[src/rtl/hamming_byte_seq_arb.sv]
// Purpose: two-requester round-robin byte front end for the 4-bit Hamming encoder;
//          each accepted byte is emitted as two tagged codewords, low nibble first.
// Latency: byte accepted at edge N -> low codeword valid in cycle N+1, high in N+2 (out_ready high).
// Backpressure: outputs held stable while out_valid & !out_ready; requesters stall via reqN_ready.
// Ports: clk, rst_n (sync, active-low); req0/req1 valid/data/ready (byte inputs);
//        out_valid/out_data/out_src/out_last/out_ready (codeword stream); busy (state != IDLE).
// Option: HAMENC_SEQ_ERRINJ_EN adds inj_valid/inj_pos for one-shot single-bit error injection.
module hamming_byte_seq_arb (
  input  logic       clk,
  input  logic       rst_n,
  input  logic       req0_valid,
  input  logic [7:0] req0_data,
  output logic       req0_ready,
  input  logic       req1_valid,
  input  logic [7:0] req1_data,
  output logic       req1_ready,
  output logic       out_valid,
  output logic [7:0] out_data,
  output logic       out_src,
  output logic       out_last,
  input  logic       out_ready,
  output logic       busy
`ifdef HAMENC_SEQ_ERRINJ_EN
  ,
  input  logic       inj_valid,
  input  logic [2:0] inj_pos
`endif
);

  typedef enum logic [1:0] {S_IDLE, S_LO, S_HI} state_t;

  state_t     r_state;
  state_t     w_next;
  logic [3:0] r_hi_nib;
  logic [7:0] r_out_data;
  logic       r_out_src;
  logic       r_out_last;
  logic       r_last_src;

  logic       w_any;
  logic       w_grant;
  logic [7:0] w_sel;
  logic       w_accept_cond;
  logic       w_accept;
  logic       w_load_hi;
  logic [7:0] w_flip;

  function automatic logic [7:0] enc(input logic [3:0] d);
    enc = {d[0] ^ d[1] ^ d[2] ^ d[3],
           d[1] ^ d[2] ^ d[3],
           d[0] ^ d[1] ^ d[3],
           d[3],
           d[0] ^ d[1] ^ d[2],
           d[2], d[1], d[0]};
  endfunction

  // Tie goes to whichever requester did not supply the previous byte.
  assign w_any   = req0_valid | req1_valid;
  assign w_grant = (req0_valid & req1_valid) ? ~r_last_src : req1_valid;
  assign w_sel   = w_grant ? req1_data : req0_data;

  always_ff @(posedge clk) begin
    if (!rst_n) r_state <= S_IDLE;
    else        r_state <= w_next;
  end

  always_comb begin
    w_next        = r_state;
    w_accept_cond = 1'b0;
    w_load_hi     = 1'b0;
    case (r_state)
      S_IDLE: begin
        w_accept_cond = 1'b1;
        if (w_any) w_next = S_LO;
      end
      S_LO: begin
        if (out_ready) begin
          w_load_hi = 1'b1;
          w_next    = S_HI;
        end
      end
      S_HI: begin
        // Accepting while the high codeword drains avoids an IDLE bubble.
        if (out_ready) begin
          w_accept_cond = 1'b1;
          w_next        = w_any ? S_LO : S_IDLE;
        end
      end
      default: w_next = S_IDLE;
    endcase
  end

  assign w_accept   = w_accept_cond & w_any;
  assign req0_ready = w_accept_cond & ~w_grant & req0_valid;
  assign req1_ready = w_accept_cond &  w_grant & req1_valid;

`ifdef HAMENC_SEQ_ERRINJ_EN
  logic       r_inj_pend;
  logic [2:0] r_inj_pos;

  assign w_flip = r_inj_pend ? (8'h01 << r_inj_pos) : 8'h00;

  // A pulse coinciding with a load is kept for the following load, since
  // the current load already consumed the previous pending value.
  always_ff @(posedge clk) begin
    if (!rst_n) begin
      r_inj_pend <= 1'b0;
      r_inj_pos  <= 3'd0;
    end else if (inj_valid) begin
      r_inj_pend <= 1'b1;
      r_inj_pos  <= inj_pos;
    end else if (w_accept | w_load_hi) begin
      r_inj_pend <= 1'b0;
    end
  end
`else
  assign w_flip = 8'h00;
`endif

  always_ff @(posedge clk) begin
    if (!rst_n) begin
      r_hi_nib   <= 4'h0;
      r_out_data <= 8'h00;
      r_out_src  <= 1'b0;
      r_out_last <= 1'b0;
      r_last_src <= 1'b1;
    end else if (w_accept) begin
      r_hi_nib   <= w_sel[7:4];
      r_out_data <= enc(w_sel[3:0]) ^ w_flip;
      r_out_src  <= w_grant;
      r_out_last <= 1'b0;
      r_last_src <= w_grant;
    end else if (w_load_hi) begin
      r_out_data <= enc(r_hi_nib) ^ w_flip;
      r_out_last <= 1'b1;
    end
  end

  assign out_valid = (r_state != S_IDLE);
  assign busy      = (r_state != S_IDLE);
  assign out_data  = r_out_data;
  assign out_src   = r_out_src;
  assign out_last  = r_out_last;

endmodule

[config.mk]
export PLATFORM = sky130hd
export DESIGN_NAME = hamming_byte_seq_arb
export DESIGN_NICKNAME = d
export VERILOG_FILES = /design/src/rtl/hamming_byte_seq_arb.sv
export SDC_FILE = /design/constraint.sdc
export NUM_CORES = 1
export LEC_CHECK = 0
export CORE_MARGIN = 2
export CORE_UTILIZATION = 36
export CTS_BUF_LIST = sky130_fd_sc_hd__clkbuf_4 sky130_fd_sc_hd__clkbuf_8 sky130_fd_sc_hd__clkbuf_16
export DETAILED_ROUTE_END_ITERATION = 12
export PLACE_DENSITY = 0.71
export SLEW_MARGIN = 20
export SYNTH_ARGS = -nofsm -noshare
export SYNTH_HDL_FRONTEND = slang
export SYNTH_SLANG_ARGS = --single-unit
[constraint.sdc]
create_clock -name clk -period 2.05 [get_ports clk]
set_input_delay 0.205 -clock clk [delete_from_list [all_inputs] [get_ports clk]]
set_output_delay 0.205 -clock clk [all_outputs]
set_load 0.02 [all_outputs]
==> out/summary.md <==
The flow ran to the end, and the final reports show no timing, DRC or antenna violations. After the flow finishes, the layout carries non-filler instances totaling 175. For this block, wires on met1 add up to 1.13 mm.

After detailed routing, the number of remaining DRC violations is 0. The final critical path takes up 94.5% of the cycle. Cells with a size suffix above 1 make up 13.9% of the layout.

Measured against its own limit, the worst slew margin works out to 67.1%. The number of detailed-routing iterations run before antenna repair is 4, and the register-to-register setup slack is 0.55 ns. The Yosys step of the flow raised 0 warnings.

The detailed-route wire length per cell was 13.4 um; the power share of the sequential group was 41.1%. STA puts the critical path data required time at 1.85 ns. Average instance area after synthesis: 9.53 um^2. The repair_antennas step left the layout with diodes totalling 0. TritonCTS built the clock tree. Along the worst path, the maximum fanout reaches 5.

The area growth from synthesis to final layout came out at 37.7%. Sink of the worst hold path: out_src. The count of endpoints failing setup in the final report came out at 0. Based on the critical path, the design can be clocked at up to 516 MHz.

Counting the fill cells in the layout gives 277. Once detail routing completed, the nets flagged for antenna violations numbered 0. The run gives 0.542 nW as the leakage component of the power. The cell-internal power was 0.663 mW; the final-stage net count was 166. The maximum number of pins on one net before global-route repair was 19; the placed standard-cell area was 1400 um^2.

The logs give 35 for the boundary pin count and 0 for the number of slew-limit violations in the final report. The total overflow left after global routing is 0. STA puts the critical path data arrival time at 1.73 ns. The clock slew at the register clock pins of the worst setup and hold paths was 0.10 ns. Once layout is done, the placed cells without fillers occupy 1430 um^2. For the worst-skew pair, the clock arrives at the later sink with an insertion delay of 0.29 ns. The share of total power dissipated in the clock network is 19.7%.

The number of violations reported at the end of detailed-routing iteration 0 is 12. Clock root buffer: sky130_fd_sc_hd__clkbuf_4. Routed signal wires occupy layers up through met3. The die width is 57.7 um, and the max-cap check violation count is 0.

The slew at the pin with the worst max-slew slack is 0.491 ns, and the area inside the core boundary is 2760 um^2. The floorplan step defined a die boundary enclosing 3330 um^2. The number of buffers inserted during clock tree synthesis is 3.

For this design the total switching power over the nets is 0.320 mW. Final hold violation count: 0. Measured in cells, the most critical reg-to-reg path has a length of 4. Detailed placer's ending HPWL: 1.81 mm. The worst register-to-register path begins at r_state[0]. The worst hold path belongs to the class reg -> reg.

The initial utilization of the core area, before any placement, comes to 37.7%. The number of input and output port buffers inserted is 34. The fraction of post-synthesis cell area in the top cell type by area is 32.8%. The flop and latch count out of synthesis works out to 17. The setup TNS is 0 ns, and the count of instances resized after the clock tree is built is 0.

The distinct cell type count of the synthesized netlist came out at 31. The fraction of power spent switching nets was 32.5%; the routed via count divided by cell count was 5.07. The end of the worst register-to-register path was out_data[4].

The worst-case IR drop observed on VDD is 0.474 mV. The time the worst path needs with I/O delays and setup came out at 1.94 ns. The tools report the number of hold buffers added after CTS as 0.

In the post-synthesis netlist, the biggest area contributors are sky130_fd_sc_hd__dfxtp_1, sky130_fd_sc_hd__mux2i_1, sky130_fd_sc_hd__a211oi_1, sky130_fd_sc_hd__xnor2_1, sky130_fd_sc_hd__xor2_1. Number of sinks on the clock net: 17. Via total after detailed routing: 887. Routability-driven placement finished with a final weighted congestion of 0.778. After clock tree synthesis, the setup repair step added 0 buffers. The total global-route track usage was 15.0%.

The run gives 0 as the number of antenna violations at the first check in global routing. The run gives 3.89 mm as the wire length of the first global-routing pass. In this run, placement finished with an instance count of 171. The logs give 109 for the gate count after technology mapping and 119 um for the detailed-routed wire length on met3. The worst hold path cell count was 2; the routed wire length was 2.34 mm. The power share of the combinational group came out at 39.1%. Power per cell area: 688 nW/um^2.

The worst setup path is launched from an input pin. Clock skew on the completed layout was measured at 0.00202 ns. Setup repair after global routing left no endpoint under its margin. The floorplan has 19 rows. STA classifies the critical path endpoint as an output pin.

The clock passes through at most 2 buffers. In this run the most critical hold path is launched from out_src. The post-synthesis instance area is 1040 um^2.

The classification of the worst setup path was in -> out. The met2 wire length was 1.09 mm; the synthesized netlist net count was 130. For the number of H-tree branching levels, the log shows 1.

The tools report the via count of the first global-routing pass as 859. Fraction of the yosys area taken by sequential cells: 32.8%. In this run the vertical extent of the chip is 57.7 um.

The cell taking the most area after synthesis was sky130_fd_sc_hd__dfxtp_1.
==> metrics by stage <==
stage	total power [mW]	hold slack (ns)	utilization [%]	setup WS, ns
2_1_floorplan	0.655	0.277	-	0.694
3_5_place_dp	0.798	0.455	50.8	0.103
3_3_place_gp	0.793	0.450	50.8	0.121
6_report	0.983	0.467	51.9	0.113
5_1_grt	1.04	0.501	51.9	0.0314
4_1_cts	0.994	0.470	51.9	0.0991
==> how the worst max path moves through the flow <==
stage                     startpoint     endpoint  slack (ns)  cells past startpoint
after global routing       out_ready   req1_ready        0.03                      6
after detailed placement   out_ready   req1_ready        0.10                      6
after floorplan           r_state[1]  out_data[6]        0.69                      4
after CTS                  out_ready   req1_ready         0.1                      6
after global placement     out_ready   req1_ready        0.12                      6
final                      out_ready   req1_ready        0.11                      6
==> routing by layer <==
| layer | GRT usage, % | up-vias |
|---|---|---|
| met5 | 0 | - |
| met1 | 19.0 | 396 |
| li1 | - | 466 |
| met2 | 25.8 | 25 |
| met3 | 4.69 | 0 |
| met4 | 1.99 | 0 |
==> worst max-delay path: stages <==
cell	delay, ns
sky130_fd_sc_hd__clkdlybuf4s50_1	0.49
sky130_fd_sc_hd__inv_2	0.08
sky130_fd_sc_hd__a21oi_1	0.19
sky130_fd_sc_hd__nand2_1	0.12
sky130_fd_sc_hd__inv_1	0.06
sky130_fd_sc_hd__clkdlybuf4s50_1	0.59
==> cell usage in the layout, fill, tap and decap left out, types with 2 or more instances in the layout <==
cell	n
sky130_fd_sc_hd__xnor2_1	11
sky130_fd_sc_hd__o21ai_0	2
sky130_fd_sc_hd__clkdlybuf4s50_1	34
sky130_fd_sc_hd__dfxtp_1	17
sky130_fd_sc_hd__a21oi_1	5
sky130_fd_sc_hd__inv_1	2
sky130_fd_sc_hd__o221a_2	3
sky130_fd_sc_hd__mux2i_1	11
sky130_fd_sc_hd__buf_4	3
sky130_fd_sc_hd__nand2_1	5
sky130_fd_sc_hd__nor2_1	10
sky130_fd_sc_hd__and2_0	4
sky130_fd_sc_hd__o21a_1	2
sky130_fd_sc_hd__xor2_1	5
sky130_fd_sc_hd__clkbuf_4	4
sky130_fd_sc_hd__a211oi_1	13
==> state kept, by name (all words and copies together) (netlist names) <==
| name | count |
|---|---|
| r_state | 2 |
| r_hi_nib | 4 |
| out_data | 8 |
| out_src | 1 |
| out_last | 1 |
| r_last_src | 1 |
==> cell type report <==
type                            count  area (um^2)  area share [%]
Tap cell                           31         38.8            2.71
Multi-Input combinational cell     83          647            45.2
Sequential cell                    17          340            23.8
Inverter                            3         11.3           0.787
Clock buffer                        4         30.0            2.10
Timing Repair Buffer               37          363            25.4
==> power by group through the flow <==
stage,Sequential (mW),Combinational [mW],Clock [mW]
final,0.405,0.385,0.194
after global placement,0.411,0.382,0
after detailed placement,0.412,0.386,0
after global routing,0.410,0.416,0.214
after floorplan,0.430,0.225,0
after CTS,0.405,0.388,0.201
==> kinds of logic after synthesis <==
family	after synthesis	share of synthesized area, %
XOR/XNOR	17	15.7
AO/OA/AOI/OAI	30	23.6
buffers and inverters	9	4.94
multiplexers	12	11.7
flip-flops	17	32.8
AND/OR/NAND/NOR	24	11.3
==> cell usage after synthesis <==
library cell / number
sky130_fd_sc_hd__buf_4: 2
sky130_fd_sc_hd__a211oi_2: 1
sky130_fd_sc_hd__nand3b_2: 1
sky130_fd_sc_hd__a211oi_1: 13
sky130_fd_sc_hd__inv_1: 2
sky130_fd_sc_hd__clkbuf_2: 1
sky130_fd_sc_hd__nand3_1: 1
sky130_fd_sc_hd__a211oi_4: 1
sky130_fd_sc_hd__and2_0: 4
sky130_fd_sc_hd__nor2_1: 10
sky130_fd_sc_hd__nand2_1: 5
sky130_fd_sc_hd__buf_6: 1
sky130_fd_sc_hd__dfxtp_1: 17
sky130_fd_sc_hd__a211o_2: 1
sky130_fd_sc_hd__or2_2: 1
sky130_fd_sc_hd__xor2_1: 5
sky130_fd_sc_hd__inv_2: 1
sky130_fd_sc_hd__o221a_2: 3
sky130_fd_sc_hd__a21boi_2: 1
sky130_fd_sc_hd__nor2_2: 1
sky130_fd_sc_hd__o21ai_0: 2
sky130_fd_sc_hd__xnor3_1: 1
sky130_fd_sc_hd__xnor2_1: 11
sky130_fd_sc_hd__nand3b_1: 1
sky130_fd_sc_hd__a21oi_1: 5
sky130_fd_sc_hd__buf_2: 1
sky130_fd_sc_hd__o21a_1: 2
sky130_fd_sc_hd__mux2_2: 1
sky130_fd_sc_hd__o31a_2: 1
sky130_fd_sc_hd__buf_1: 1
sky130_fd_sc_hd__mux2i_1: 11
Power figures use the tool's default switching activity.
